$ cat src/rtl/ntt_core_gf64_pkg.sv
// Shared GF64 (Goldilocks) definitions for the NTT core: prime builder,
// candidate offsets used by the final reduction, and the candidate word type.
package ntt_core_gf64_pkg;

    // Widest field the candidate type can hold
    localparam int GF64_MAX_W = 64;

    // Number of candidates a + k*p examined by the final reduction
    localparam int GF64_CAND_NB = 6;

    // Offsets k, largest first, so the flags form a thermometer over the index
    localparam int GF64_CAND_OFS [GF64_CAND_NB] = '{3, 2, 1, 0, -1, -2};

    // Signed candidate word: W bits of field plus headroom for sign and 3p
    typedef logic signed [GF64_MAX_W+3:0] gf64_cand_t;

    // p = 2**w - 2**(w/2) + 1, returned on the widest candidate width
    function automatic gf64_cand_t gf64_prime(input int w);
        gf64_cand_t one;
        one = gf64_cand_t'(1);
        return (one << w) - (one << (w / 2)) + one;
    endfunction

    // k*p as a signed candidate word
    function automatic gf64_cand_t gf64_cand_offset(input int w, input int k);
        return gf64_cand_t'(k) * gf64_prime(w);
    endfunction

endpackage

$ cat src/rtl/ntt_core_gf64_cand_sel.sv
// Picks the one candidate that lies in [0, p-1] given its neg/ge flags.
// Because the candidates are ordered by decreasing offset, ge is a run of ones
// followed by zeros and neg a run of zeros followed by ones, so exactly one
// index has both flags clear and a one-hot AND-OR mux is enough.
module ntt_core_gf64_cand_sel
    import ntt_core_gf64_pkg::*;
#(
    parameter int W = 64
) (
    input  logic [GF64_CAND_NB-1:0]        neg,
    input  logic [GF64_CAND_NB-1:0]        ge,
    input  logic [GF64_CAND_NB-1:0][W-1:0] cand,
    output logic [W-1:0]                   z
);

    logic [GF64_CAND_NB-1:0] onehot;

    assign onehot = ~neg & ~ge;

    // One-hot AND-OR mux over the candidate low words
    always_comb begin
        z = '0;
        for (int i = 0; i < GF64_CAND_NB; i++) begin
            z = z | (cand[i] & {W{onehot[i]}});
        end
    end

endmodule

$ cat src/rtl/ntt_core_gf64_final_reduction.sv
// Canonical reduction of a signed (W+2)-bit partial result into [0, p-1]
// for the Goldilocks prime. Streaming, one sample per cycle, latency IN_PIPE+2.
module ntt_core_gf64_final_reduction
    import ntt_core_gf64_pkg::*;
#(
    parameter int         MOD_NTT_W = 64,
    parameter int         IN_PIPE   = 1,
    parameter int         SIDE_W    = 0,
    parameter logic [1:0] RST_SIDE  = 2'b00
) (
    input  logic                                  clk,
    input  logic                                  s_rst,
    input  logic [MOD_NTT_W+1:0]                  a,
    input  logic                                  in_avail,
    input  logic [((SIDE_W > 0) ? SIDE_W : 1)-1:0] in_side,
    output logic [MOD_NTT_W-1:0]                  z,
    output logic                                  out_avail,
    output logic [((SIDE_W > 0) ? SIDE_W : 1)-1:0] out_side
);

    localparam int W  = MOD_NTT_W;
    localparam int CW = W + 4;
    localparam int SW = (SIDE_W > 0) ? SIDE_W : 1;

    localparam gf64_cand_t              P_FULL        = gf64_prime(W);
    localparam logic signed [CW-1:0]    P             = P_FULL[CW-1:0];
    localparam bit                      SIDE_HAS_RST  = (RST_SIDE != 2'b00);
    localparam logic [SW-1:0]           SIDE_RST_VAL  = RST_SIDE[1] ? {SW{1'b1}} : {SW{1'b0}};

    if ((W % 2) != 0 || W < 4 || W > GF64_MAX_W) begin : g_bad_width
        $fatal(1, "ntt_core_gf64_final_reduction: MOD_NTT_W must be even and in [4, 64]");
    end

    logic [W+1:0]  s0_a;
    logic          s0_avail;
    logic [SW-1:0] s0_side;

    if (IN_PIPE != 0) begin : g_in_pipe
        // Input data register, free running
        always_ff @(posedge clk) begin
            s0_a <= a;
        end

        // Input avail register, cleared by reset so samples seen in reset are dropped
        always_ff @(posedge clk) begin
            if (s_rst) s0_avail <= 1'b0;
            else       s0_avail <= in_avail;
        end

        // Input side register with optional reset value
        always_ff @(posedge clk) begin
            if (s_rst && SIDE_HAS_RST) s0_side <= SIDE_RST_VAL;
            else                       s0_side <= in_side;
        end
    end else begin : g_in_comb
        assign s0_a     = a;
        assign s0_avail = in_avail;
        assign s0_side  = in_side;
    end

    // Stage s1: candidates a + k*p and their range flags
    logic signed [CW-1:0] a_ext;
    logic signed [CW-1:0] cand [GF64_CAND_NB];

    assign a_ext = {{2{s0_a[W+1]}}, s0_a};

    for (genvar i = 0; i < GF64_CAND_NB; i++) begin : g_cand
        localparam gf64_cand_t           OFS_FULL = gf64_cand_offset(W, GF64_CAND_OFS[i]);
        localparam logic signed [CW-1:0] OFS      = OFS_FULL[CW-1:0];
        assign cand[i] = a_ext + OFS;
    end

    logic [GF64_CAND_NB-1:0]        s1_neg;
    logic [GF64_CAND_NB-1:0]        s1_ge;
    logic [GF64_CAND_NB-1:0][W-1:0] s1_low;
    logic                           s1_avail;
    logic [SW-1:0]                  s1_side;

    // Register per-candidate flags and low words
    always_ff @(posedge clk) begin
        for (int i = 0; i < GF64_CAND_NB; i++) begin
            s1_neg[i] <= cand[i][CW-1];
            s1_ge[i]  <= (cand[i] >= P);
            s1_low[i] <= cand[i][W-1:0];
        end
    end

    // s1 avail and side delay
    always_ff @(posedge clk) begin
        if (s_rst) s1_avail <= 1'b0;
        else       s1_avail <= s0_avail;
        if (s_rst && SIDE_HAS_RST) s1_side <= SIDE_RST_VAL;
        else                       s1_side <= s0_side;
    end

    // Stage s2: select the in-range candidate
    logic [W-1:0] sel_z;

    ntt_core_gf64_cand_sel #(
        .W (W)
    ) u_cand_sel (
        .neg  (s1_neg),
        .ge   (s1_ge),
        .cand (s1_low),
        .z    (sel_z)
    );

    // Output data register, free running
    always_ff @(posedge clk) begin
        z <= sel_z;
    end

    // Output avail and side delay
    always_ff @(posedge clk) begin
        if (s_rst) out_avail <= 1'b0;
        else       out_avail <= s1_avail;
        if (s_rst && SIDE_HAS_RST) out_side <= SIDE_RST_VAL;
        else                       out_side <= s1_side;
    end

endmodule
$ cat config.mk
export PLATFORM = sky130hd
export DESIGN_NAME = ntt_core_gf64_final_reduction
export DESIGN_NICKNAME = d
export VERILOG_FILES = /design/src/rtl/ntt_core_gf64_pkg.sv /design/src/rtl/ntt_core_gf64_cand_sel.sv /design/src/rtl/ntt_core_gf64_final_reduction.sv
export SDC_FILE = /design/constraint.sdc
export NUM_CORES = 1
export LEC_CHECK = 0
export CAP_MARGIN = 0
export CORE_UTILIZATION = 41
export CTS_BUF_LIST = sky130_fd_sc_hd__clkbuf_2
export DETAILED_ROUTE_END_ITERATION = 7
export SLEW_MARGIN = 20
export SYNTH_ARGS = -nofsm -noshare
export SYNTH_HDL_FRONTEND = slang
export SYNTH_SLANG_ARGS = --single-unit
export TNS_END_PERCENT = 100
$ cat constraint.sdc
create_clock -name clk -period 4.04 [get_ports clk]
set_clock_uncertainty 0.05 [all_clocks]
set_input_delay 0.808 -clock clk [delete_from_list [all_inputs] [get_ports clk]]
set_output_delay 0.808 -clock clk [all_outputs]
set_load 0.005 [all_outputs]
**Word-level counts from Yosys, hierarchy flattened**

Index checks and enable logic that the tools add are counted.

- Flip-flop bits (word level): 532
- Output and inout bits: 66
- Input port bits: 70

- Add/sub/neg operators: 5
- $lt $le $gt $ge: 6
- Bitwise gates (word level): 14

Operator list:

| operator | number |
|---|---|
| 64-bit bitwise AND | 6 |
| 64-bit OR | 5 |
| 67-bit by 65-bit greater-or-equal comparator with 1-bit output (second input constant) | 4 |
| 66-bit by 65-bit adder with 67-bit output (second input constant) | 2 |
| 66-bit by 66-bit adder with 67-bit output (second input constant) | 2 |
| 66-bit by 67-bit adder with 68-bit output (second input constant) | 1 |
| 68-bit by 65-bit greater-or-equal comparator with 1-bit output (second input constant) | 1 |
| 66-bit by 65-bit greater-or-equal comparator with 1-bit output (second input constant) | 1 |
| 6-bit inverter | 2 |
| 6-bit bitwise AND | 1 |

**Depth between registers and ports, before layout**

- Depth in word-level cells: 8
- Gate-level depth with buffers: 13

**By module**

From an unflattened synthesis, not the netlist that was laid out.

- Cells, all modules: 2086
- Area total of the unflattened synthesis: 20494.7 um^2

Modules (own cells, without submodules):

| module | sequential area each (um^2) | cells each | instances | area each (um^2) |
|---|---|---|---|---|
| ntt_core_gf64_final_reduction | 10510.1 | 1788 | 1 | 18361.4 |
| ntt_core_gf64_cand_sel | 0.0 | 298 | 1 | 2133.3 |

**Least setup slack after synthesis**

No wires, ideal clock.

- Path type: reg-to-reg
- Start point: register s0_a[0]
- End point: register s1_ge[0]
- Required time: 3894 ps
- Stages on the path, launching flop included: 13
- Library setup time: 96 ps
- Data arrival time: 3211 ps
- Setup slack: 683 ps
- Clock period less this slack: 3357 ps
- Cell sequence: dfxtp_1 clkbuf_1 inv_1 ha_1 clkbuf_1 nand4b_1 nor4_2 and3_1 a21oi_2 xor2_1 o2111ai_1 or4bb_1 o41ai_2

RTL lines:

| what | RTL line | text |
|---|---|---|
| from (decl) | ntt_core_gf64_final_reduction.sv:34 | `logic [W+1:0] s0_a;` |
| from (signal assigned) | ntt_core_gf64_final_reduction.sv:41 | `s0_a <= a;` |
| to (signal, indexed assignment) | ntt_core_gf64_final_reduction.sv:83 | `s1_ge[i] <= (cand[i] >= P);` |
| to (decl) | ntt_core_gf64_final_reduction.sv:74 | `logic [GF64_CAND_NB-1:0] s1_ge;` |

==> impl_metrics.yaml <==
detailed_routing:
  vias: 19181
  wirelength_um: 92500
  wl_per_cell_um: 27.0
  drt_pass1_iterations: 5
  drt_iter0_drc: 2154
  via_per_inst: 5.60
  ant_nets: 0
  drc: 0
hold_path:
  hp-class: "flop to flop"
synth:
  ys_ff_latch: 525
  netlist_instances: 2138
  async_flop_share_pct: 0
  avgSynthCellArea_um2: 9.70
  synth_flop_cell: "dfxtp_1"
  synth_edf_count: 0
  synth_warnings: 0
  netlist.area_leader.share_pct: 50.7
  synth_cell_types: 79
  synthesis.area_um2: 20700
  yosysTopAreaCell: "dfxtp_1"
  syn_nets: 2218
  ys_seq_area_share_pct: 50.7
  synthTopCellsByArea: "dfxtp_1 51%, xnor2_1 7.3%, xor2_1 5.7%"
critical_path:
  critPathTopFamily: "simple AND/OR/NAND/NOR gates"
  slowest_delay_ns: 0.67
  r2r_setup_slack_ns: 0.02
  slowest_stage: "or4_1"
  critPathLaunchType: "flop"
  critPathKind: "flop to flop"
  end_kind: "flop"
  required_ns: 5.16
  crit_arrival_ns: 5.14
  cp_num_buf_inv: 0
  critPathMaxFanout: 9
  cp_common_cell: "nand4_1"
  crit_chain: "nand4_1, or3_1, nor4_2, nor2_1, and2_1, xor2_1, nand4_1, or4_1, o31ai_1"
global_route:
  grt_pass1_wl_um: 131000
  grt_max_degree: 42
  grt_pass1_vias: 18642
  overflow: 0
  grtUsageTotal_pct: 36.3
  antenna_found_initial: 7
sta:
  min_period_ns: 4.02
  worst_pin_slew_ns: 1.06
  slew_violations: 0
  relSlewSlack_pct: 29.0
  whs_ns: 0.293
  fin_crit_sh_pct: 99.4
  hold_viol_final: 0
  max_freq_mhz: 249
  setup_viol: 0
placement:
  place_congestion: 0.983
  dpl.cell_count: 3121
  dp_hpwl_um: 69100
  io_buffer_count: 135
cts:
  cts_tree: "yes"
  htreeDepth: 4
  clkTransAtPathRegs_ns: 0.11
  cts_buffers: 137
  cts-root-buf: "clkbuf_2"
  cts.sinks: 525
  clk_latency_ns: 1.32
  ctsLongestPathBuffers: 3
floorplan:
  dieArea_um2: 51500
  row_count: 82
  initial_core_util_pct: 41.5
  core_area_um2: 50000
  die_w_um: 227
  die-height_um: 227
  ios: 136
power:
  power.density_nw_per_um2: 395
  p_leak_nw: 10.7
  power.total_mw: 10.6
  irDropWorstVdd_uv: 290
status:
  status: "finished, final reports clean"
final_layout:
  drive_gt1_share_pct: 21.6
  instances_no_fill: 3423
  fin_nets: 2740
  area_delta_synth_final_pct: 29.2
run:
  max_cap_violations: 0
==> path summary, 6_finish.rpt <==
check	startpoint	to	depth (start not counted)
setup / recovery	s0_a[22]	s1_ge[1]	9
setup reg to reg	s0_a[22]	s1_ge[1]	9
hold / removal	s1_side	out_side	0
hold reg to reg	s1_side	out_side	0
==> sequential cells by signal, summed over array words and instances, names as in the netlist <==
name and flops:
s1_low 378, s0_avail 1, z 64, s1_side 1
s1_avail 1, s0_a 66, out_side 1, s0_side 1
s1_ge 6, out_avail 1, s1_neg 5
==> kinds of logic (layout without fill, tap and decap cells) <==
family,after synthesis,in the layout,share of synthesized area [%]
multiplexers,6,6,0.296
AO/OA/AOI/OAI,269,269,8.72
XOR/XNOR,311,311,13.2
buffers and inverters,162,769,3.24
other,0,6,0
AND/OR/NAND/NOR,855,855,23.2
adder cells (fa/ha/maj),10,10,0.604
flip-flops,525,525,50.7
==> metrics by stage <==
stage | cell area (um^2) | setup slack [ns] | util [%] | TNS (ns)
2_1_floorplan | 20700 | 0.683 | - | 0
3_3_place_gp | 24800 | -0.537 | 49.6 | -0.610
3_5_place_dp | 24800 | -0.638 | 49.6 | -0.640
4_1_cts | 26700 | -0.0245 | 53.4 | -0.0245
5_1_grt | 26800 | -0.00101 | 53.6 | -0.00101
6_report | 26800 | 0.0228 | 53.6 | 0
==> repair_timing <==
action / in CTS / in global routing
setup buffers: 0 / 2
resized for setup: 6 / 12
hold endpoints to repair: 70 / 0
hold buffers: 70 / 0
pin swaps: 0 / 4
endpoints found under the setup margin: 3 / 4
==> power breakdown <==
group	total, mW	switching (mW)	internal (mW)	leakage (nW)
sequential	5.68	0.164	5.52	4.43
clock	3.56	2.20	1.36	0.874
combinational	1.33	0.725	0.602	5.35
==> Yosys cell counts (all sizes together), types with 12 or more instances <==
library cell	number
nand2	131
o21ai	21
and3	21
xnor2	174
nor4	67
a21oi	81
nor2	148
or3	24
nand3	140
nor2b	72
a22oi	126
dfxtp	525
and4	15
nor3	76
xor2	137
or4	24
buf	66
nand2b	12
clkbuf	73
inv	20
nand4	76
==> area by class of cell <==
type | instances | area [um^2]
inverter | 23 | 86.3
fill | 4753 | 23200
antenna | 6 | 15.0
tap | 672 | 841
multi-input combinational | 1451 | 9670
sequential | 525 | 10500
clock buffer | 184 | 921
timing repair buffer | 522 | 4490
clock inverter | 40 | 230
==> layout by cell type, fill, tap and decap left out, types with 24 or more instances in the layout <==
cell             count
a22oi_1            126
buf_4              312
clkinv_1            29
dfxtp_1            520
nand2_1            131
nand3_1            138
xnor2_1            173
nor2b_1             72
a21oi_1             80
nor4_1              42
clkbuf_2           184
clkdlybuf4s50_1    135
nor3_1              68
nand4_1             73
or3_1               24
nor2_1             140
dlygate4sd3_1       70
xor2_1             135
==> per-layer routing <==
metal	global-route usage, %	routed length, um
met5	0	26
met4	10.5	1790
met3	8.38	8290
met2	52.2	38700
met1	53.4	43700
No activity file was read; power rests on OpenSTA's default activity.
